<file path="config.mk">
export PLATFORM = sky130hd
export DESIGN_NAME = seq_divider
export DESIGN_NICKNAME = d
export VERILOG_FILES = /design/src/rtl/seq_divider.sv
export SDC_FILE = /design/constraint.sdc
export NUM_CORES = 1
export LEC_CHECK = 0
export CAP_MARGIN = 10
export CORE_MARGIN = 2
export CORE_UTILIZATION = 55
export DETAILED_ROUTE_END_ITERATION = 12
export PLACE_DENSITY_LB_ADDON = 0.3
export REMOVE_ABC_BUFFERS = 1
export SLEW_MARGIN = 0
export SYNTH_ARGS = -nofsm -noshare
export SYNTH_HDL_FRONTEND = slang
export SYNTH_SLANG_ARGS = --single-unit
</file>
<file path="constraint.sdc">
create_clock -name clk_i -period 3.6 [get_ports clk_i]
set_clock_uncertainty 0.1 [all_clocks]
set_input_delay 0.36 -clock clk_i [delete_from_list [all_inputs] [get_ports clk_i]]
set_output_delay 0.36 -clock clk_i [all_outputs]
set_load 0.01 [all_outputs]
</file>
<file path="src/rtl/seq_divider.sv">
// rtl/seq_divider.sv - restoring unsigned divider, req/ack responder, one quotient bit per clock
// Define SEQ_DIVIDER_RADIX4_EN to retire two quotient bits per clock (bitwidth must then be even).
module seq_divider #(
    parameter int bitwidth = 26
) (
    input  logic                clk_i,
    input  logic                reset_i,
    input  logic                req_i,
    input  logic [bitwidth-1:0] dividend_i,
    input  logic [bitwidth-1:0] divisor_i,
    output logic                ack_o,
    output logic                busy_o,
    output logic [bitwidth-1:0] quotient_o,
    output logic [bitwidth-1:0] remainder_o,
    output logic                div_by_zero_o
);
`ifdef SEQ_DIVIDER_RADIX4_EN
    localparam int STEPS = bitwidth / 2;
`else
    localparam int STEPS = bitwidth;
`endif
    localparam int CW = $clog2(STEPS + 1);

    typedef enum logic [1:0] {IDLE, RUN, DONE} state_t;

    state_t              state_q, state_d;
    logic [bitwidth:0]   rem_q, rem_d;
    logic [bitwidth-1:0] quo_q, quo_d;
    logic [bitwidth-1:0] dvs_q, dvs_d;
    logic [CW-1:0]       cnt_q, cnt_d;
    logic                zero_q, zero_d;
    logic                ack_q, ack_d;
    logic                busy_q, busy_d;
    logic [bitwidth-1:0] quot_out_q, quot_out_d;
    logic [bitwidth-1:0] rem_out_q, rem_out_d;
    logic                dbz_q, dbz_d;
    logic [2*bitwidth:0] step1;
`ifdef SEQ_DIVIDER_RADIX4_EN
    logic [2*bitwidth:0] step2;
`endif

    // quo holds the not-yet-consumed dividend bits on the left and the quotient bits on the right
    function automatic logic [2*bitwidth:0] div_step(
        input logic [bitwidth:0]   rem,
        input logic [bitwidth-1:0] quo,
        input logic [bitwidth-1:0] dvs
    );
        logic [bitwidth+1:0] sh;
        logic [bitwidth+1:0] diff;
        logic                ge;
        sh   = {rem, quo[bitwidth-1]};
        diff = sh - {2'b00, dvs};
        ge   = (sh >= {2'b00, dvs});
        return {(ge ? diff[bitwidth:0] : sh[bitwidth:0]), quo[bitwidth-2:0], ge};
    endfunction

    always_ff @(posedge clk_i) begin
        if (reset_i) begin
            state_q    <= IDLE;
            rem_q      <= '0;
            quo_q      <= '0;
            dvs_q      <= '0;
            cnt_q      <= '0;
            zero_q     <= 1'b0;
            ack_q      <= 1'b0;
            busy_q     <= 1'b0;
            quot_out_q <= '0;
            rem_out_q  <= '0;
            dbz_q      <= 1'b0;
        end else begin
            state_q    <= state_d;
            rem_q      <= rem_d;
            quo_q      <= quo_d;
            dvs_q      <= dvs_d;
            cnt_q      <= cnt_d;
            zero_q     <= zero_d;
            ack_q      <= ack_d;
            busy_q     <= busy_d;
            quot_out_q <= quot_out_d;
            rem_out_q  <= rem_out_d;
            dbz_q      <= dbz_d;
        end
    end

    // A new request wins in every state, so an operation in flight is silently dropped.
    always_comb begin
        state_d = state_q;
        if (req_i) begin
            state_d = (divisor_i == '0) ? DONE : RUN;
        end else begin
            case (state_q)
                RUN:     if (cnt_q == CW'(1)) state_d = DONE;
                DONE:    state_d = IDLE;
                default: state_d = IDLE;
            endcase
        end
    end

    always_comb begin
        rem_d  = rem_q;
        quo_d  = quo_q;
        dvs_d  = dvs_q;
        cnt_d  = cnt_q;
        zero_d = zero_q;
        step1  = div_step(rem_q, quo_q, dvs_q);
`ifdef SEQ_DIVIDER_RADIX4_EN
        step2  = div_step(step1[2*bitwidth:bitwidth], step1[bitwidth-1:0], dvs_q);
`endif
        if (req_i) begin
            dvs_d  = divisor_i;
            zero_d = (divisor_i == '0);
            cnt_d  = CW'(STEPS);
            if (divisor_i == '0) begin
                rem_d = {1'b0, dividend_i};
                quo_d = '1;
            end else begin
                rem_d = '0;
                quo_d = dividend_i;
            end
        end else if (state_q == RUN) begin
`ifdef SEQ_DIVIDER_RADIX4_EN
            {rem_d, quo_d} = step2;
`else
            {rem_d, quo_d} = step1;
`endif
            cnt_d = cnt_q - CW'(1);
        end
    end

    always_comb begin
        ack_d      = 1'b0;
        busy_d     = busy_q;
        quot_out_d = quot_out_q;
        rem_out_d  = rem_out_q;
        dbz_d      = dbz_q;
        if (req_i) begin
            busy_d = (divisor_i != '0);
        end else if (state_q == DONE) begin
            ack_d      = 1'b1;
            busy_d     = 1'b0;
            quot_out_d = quo_q;
            rem_out_d  = rem_q[bitwidth-1:0];
            dbz_d      = zero_q;
        end
    end

    assign ack_o         = ack_q;
    assign busy_o        = busy_q;
    assign quotient_o    = quot_out_q;
    assign remainder_o   = rem_out_q;
    assign div_by_zero_o = dbz_q;
endmodule

</file>
==> results of run 1 <==
==> critical path: stages (launching register included) <==
cell and delay (ns):
dfxtp_1 0.35, inv_1 0.07, ha_1 0.23, fa_1 0.41, nand2b_1 0.20, a211oi_2 0.25, o21a_1 0.18, nor2_1 0.09
o211ai_1 0.19, a31oi_1 0.12, or2_1 0.48, o31a_1 0.40, a211oi_2 0.21
==> routing by layer <==
metal  up-vias  wire length, um  GRT usage [%]
li1       3426                -              -
met2       237             8450           42.0
met1      3207             9030           38.4
met4         0              318           8.75
met5         -                0              0
met3        24             1190           4.75
==> state kept, by name, summed over array words and instances, names as in the netlist <==
register and count:
zero_q 1, state_q 2, div_by_zero_o 1, quotient_o 26, rem_q 27, dvs_q 26, cnt_q 5, busy_o 1
remainder_o 26, ack_o 1, quo_q 26
==> final timing paths <==
kind | start | end | slack [ns] | cells past startpoint
max | quo_q[25] | rem_q[24] | 0.22 | 12
min | req_i | cnt_q[3] | 0.33 | 3
max reg2reg | quo_q[25] | rem_q[24] | 0.22 | 12
min reg2reg | quotient_o[11] | quotient_o[11] | 0.35 | 2
==> report_power, final <==
part,switching (uW),leakage [uW],internal (uW)
Clock,641,0.000280,1080
Combinational,501,0.00197,384
Sequential,60.7,0.00116,1640
Total,1200,0.00341,3100
==> layout by cell type (no fill, tap or decap), drive strengths merged, types with 9 or more instances in the layout <==
cell type        n
o21ai           33
nor4            10
nand2b          12
ha              28
buf             17
o21a             9
nor2            85
xnor2           14
clkbuf          22
a21oi           87
dfxtp          142
nor3            23
nand2          170
nand3           12
a211oi          69
a31oi           10
clkdlybuf4s50  107
and2            26
mux2i           38
inv             30
==> cell usage after synthesis, types with 2 or more instances <==
library cell and instances:
clkbuf_1 51, o31a_1 2, xor2_1 8, nand4_1 4, nor4_1 10, or2_2 3
o21ai_1 2, or3_1 3, dfxtp_1 142, buf_1 8, buf_6 4, buf_4 2
nand2_1 168, a211oi_1 66, o21bai_1 5, inv_1 30, a21oi_1 86, ha_1 28
a21o_1 4, a311oi_1 2, nand3b_1 3, o21a_1 9, nand2_2 2, nor2_1 83
buf_2 3, nand3_1 12, nor2b_1 3, nand2b_1 12, nor3_1 23, and2_1 26
o211ai_1 7, a31oi_1 10, a211o_1 8, xnor2_1 14, o21ai_0 31, a211oi_2 3
a221oi_1 5, mux2i_1 38
==> per-stage QoR <==
stage | worst slack (ns) | hold slack [ns] | power (uW)
floorplan | 0.283 | 0.325 | 2310
global placement | 0.418 | 0.342 | 2580
detailed placement | 0.302 | 0.346 | 2600
CTS | 0.261 | 0.303 | 4300
global route | 0.0143 | 0.350 | 4480
finish | 0.224 | 0.333 | 4300
==> area by class of cell <==
class,count,area [um2],area share [%]
Inverter,30,113,1.23
Clock inverter,6,86.3,0.944
Timing Repair Buffer,124,1210,13.2
Tap cell,176,220,2.41
Multi-Input combinational cell,696,4190,45.8
Sequential cell,142,2840,31.1
Clock buffer,22,484,5.29
==> logic make-up after synthesis <==
family | after synthesis
AO/OA/AOI/OAI | 249
XOR/XNOR | 22
adder cells (fa/ha/maj) | 29
buffers and inverters | 98
flip-flops | 142
multiplexers | 38
AND/OR/NAND/NOR | 358
==> flow_summary.json, run 1 <==
{
  "vias_per_cell": 5.76,
  "finalMaxSlewViolations": 0,
  "relSlewSlack_pct": 29.4,
  "worst_pin_slew_ns": 1.06,
  "post_cts_resized": 0,
  "grt_max_degree": 64,
  "drv_cap": 0,
  "clock-sinks": 142,
  "path_class": "register to register",
  "syn_to_final_growth_pct": 23.3,
  "synth.distinct_cells": 54,
  "yosysTopAreaCellShare_pct": 38.3,
  "die_y_um": 120,
  "die_w_um": 120,
  "root_buffer": "clkbuf_16",
  "syn-mean-instance-area_um2": 7.92,
  "layout-drive-gt1-share_pct": 6.08,
  "wl_um": 19000,
  "ys_seq_area_share_pct": 38.3,
  "diodes": 0,
  "cp.arrival_ns": 3.61,
  "dieArea_um2": 14400,
  "drt-initial-drc-count": 539,
  "fin_setup_tns_ns": 0,
  "setup_violations": 0,
  "period_share_pct": 93.8,
  "grt_pass1_wl_um": 31600,
  "required_ns": 3.84,
  "io-pin-count": 110,
  "hold_class": "primary input to register",
  "core_area_um2": 13200,
  "gp_congestion": 0.952,
  "synthSimpleGateAreaFrac_pct": 21.4,
  "numCtsBuffers": 17,
  "rows": 42,
  "clock.fmax_mhz": 296,
  "synth_area_leaders": "dfxtp_1 (38%), nand2_1 (8.5%), a211oi_1 (6.7%), a21oi_1 (5.8%), mux2i_1 (5.1%)",
  "vias": 6894,
  "grt_overflow": 0,
  "grt_pass1_vias": 6381,
  "avgRoutedWirePerCell_um": 15.9,
  "fin_nets": 1095,
  "peakVddDrop_mv": 0.320,
  "hold_buffers": 0,
  "cp-end-kind": "register",
  "first_pass_iters": 5,
  "status": "finished clean",
  "fin_crit_ns": 3.38,
  "cts.clk_slew.worst_paths_ns": 0.06,
  "initial_utilization_pct": 56.2,
  "synth_flop_cell": "dfxtp_1",
  "start_kind": "register",
  "path_max_fanout": 16,
  "place_area_um2": 8570,
  "drcViolationCount": 0,
  "clkLatencyLatePin_ns": 0.42,
  "synth_xor_area_share_pct": 2.60,
  "power_density_nw_per_um2": 470,
  "postSynthCellCount": 936,
  "final_cells": 1196,
  "power.leakage_uw": 0.00341,
  "ys_ff_latch": 142,
  "synth_compound_area_share_pct": 22.0,
  "cts_tree": "built",
  "synth_top_family_by_area": "compound AO/OA/AOI/OAI gates",
  "async_flop_share_pct": 0,
  "ctsLongestPathBuffers": 2,
  "io_buffers": 109,
  "cts_max_level": 4,
  "grt_antenna_before_repair": 0,
  "yosys.area_share.adder_pct": 4.99,
  "ant_nets": 0,
  "postLayoutCoreUtil_pct": 69.3,
  "grtUsageTotal_pct": 27.1,
  "yosysTopAreaCell": "dfxtp_1",
  "finalInstanceArea_um2": 9150,
  "dp_hpwl_um": 13000,
  "finalHoldViolations": 0,
  "fillers": 1070,
  "yosysWarnings": 0,
  "rsz0062_at_grt": "no",
  "cts_setup_buffers": 0,
  "synth_edf_count": 0,
  "synth_area_um2": 7420,
  "muxShareOfSynthArea_pct": 5.13,
  "post-place-cells": 1168
}
Note: power is estimated with default switching activity, not from simulation.
==> inputs of run 2 (changes only) <==
CORE_ASPECT_RATIO = 0.8   (was not set)
CORE_MARGIN = 3   (was 2)
SLEW_MARGIN = not set   (was 0)
==> run 2 against run 1 <==
Cell area increased by 1.1%. Fmax increased by 0.97%. Sequential power about the same.
==> flow_summary.json, run 2 (synthesis gave the netlist of run 1 again) <==
{
  "dp_hpwl_um": 13500,
  "layout_commonest_cell": "nand2_1",
  "post_cts_resized": 0,
  "syn_to_final_growth_pct": 24.7,
  "grt_overflow": 0,
  "cp-end-kind": "register",
  "drcViolationCount": 0,
  "drv_cap": 0,
  "hold_class": "primary input to register",
  "dp_slack_ns": 0.311,
  "largest-register": "rem_q",
  "cts_max_level": 4,
  "path_class": "register to register",
  "ctsLongestPathBuffers": 2,
  "first_pass_iters": 5,
  "drt-initial-drc-count": 577,
  "gp_congestion": 0.930,
  "layout_common_cells": "nand2_1 (168), dfxtp_1 (142), clkdlybuf4s50_1 (107)",
  "root_buffer": "clkbuf_16",
  "finalHoldViolations": 0,
  "setup_ws_ns": 0.256,
  "fin_setup_tns_ns": 0,
  "initial_utilization_pct": 57.0,
  "rows": 37,
  "cts.clk_slew.worst_paths_ns": 0.06,
  "vias": 6988,
  "io-pin-count": 110,
  "clkLatencyLatePin_ns": 0.43,
  "grtUsageTotal_pct": 27.2,
  "wl_um": 19800,
  "fin_nets": 1094,
  "core_area_um2": 13000,
  "fin_crit_ns": 3.34,
  "path_max_fanout": 16,
  "worst_pin_slew_ns": 1.06,
  "layout-drive-gt1-share_pct": 6.35,
  "vias_per_cell": 5.83,
  "clock-sinks": 142,
  "grt_antenna_before_repair": 0,
  "rsz0062_at_grt": "no",
  "die_y_um": 110,
  "largest_reg_flops": 27,
  "numCtsBuffers": 17,
  "die_w_um": 136,
  "cp.arrival_ns": 3.59,
  "grt_max_degree": 61,
  "cts_tree": "built",
  "grt_pass1_wl_um": 32500,
  "relSlewSlack_pct": 29.3,
  "power_density_nw_per_um2": 496,
  "clock.fmax_mhz": 299,
  "setup_violations": 0,
  "diodes": 0,
  "power.leakage_uw": 0.00346,
  "hold_buffers": 0,
  "period_share_pct": 92.9,
  "ant_nets": 0,
  "finalMaxSlewViolations": 0,
  "required_ns": 3.85,
  "cts_setup_buffers": 0,
  "peakVddDrop_mv": 0.401,
  "grt_pass1_vias": 6540,
  "avgRoutedWirePerCell_um": 16.5,
  "start_kind": "register",
  "design_power_total_uw": 4590,
  "dieArea_um2": 14900,
  "io_buffers": 109,
  "status": "finished clean"
}
[run 2: changes by cell type in the layout (fill, tap and decap cells not counted)]
cell / delta
buf_12: +2
buf_4: -3
bufinv_16: +3
clkbuf_8: -4
clkinv_2: -2
clkinv_4: -1
inv_6: +8
[run 2: per-layer routing]
layer  track usage [%]  share of wire [%]  up-vias
li1                  -                  -     3440
met1              36.8                 46     3268
met2              42.9                 45      228
met3              5.12                6.0       52
met4              11.9                2.9        0
met5                 0                  0        -
[run 2: worst paths after layout]
check / start / end / slack (ns) / cells after the start
hold / removal: reset_i / dvs_q[2] / 0.31 / 2
setup reg to reg: quo_q[25] / rem_q[24] / 0.26 / 12
hold reg to reg: quotient_o[10] / quotient_o[10] / 0.35 / 2
setup / recovery: quo_q[25] / rem_q[24] / 0.26 / 12
[run 2: cell type report]
type                            count  area (um2)
Clock buffer                       18         429
Tap cell                          175         219
Timing Repair Buffer              123        1230
Multi-Input combinational cell    696        4190
Clock inverter                     14         228
Sequential cell                   142        2840
Fill cell                        1058        3760
Inverter                           30         113
[run 2: report_power, final]
part	switching [uW]	leakage, uW	internal (uW)
Clock	747	0.000318	1250
Sequential	59.0	0.00116	1640
Combinational	509	0.00198	388
[run 2: worst max-delay path, cell delays in order, from the launching register on]
cell	delay (ns)
dfxtp_1	0.36
inv_1	0.07
ha_1	0.23
fa_1	0.40
nand2b_1	0.19
a211oi_2	0.25
o21a_1	0.19
nor2_1	0.09
o211ai_1	0.18
a31oi_1	0.11
or2_1	0.49
o31a_1	0.40
a211oi_2	0.20
[run 2: per-stage QoR]
step | instances | area, um2 | hold slack, ns | utilization (%)
floorplan | 868 | 7120 | 0.325 | -
global placement | 1166 | 8590 | 0.342 | 66.0
detailed placement | 1166 | 8590 | 0.346 | 66.0
CTS | 1198 | 9250 | 0.297 | 71.1
global route | 1198 | 9250 | 0.318 | 71.1
finish | 1198 | 9250 | 0.306 | 71.1
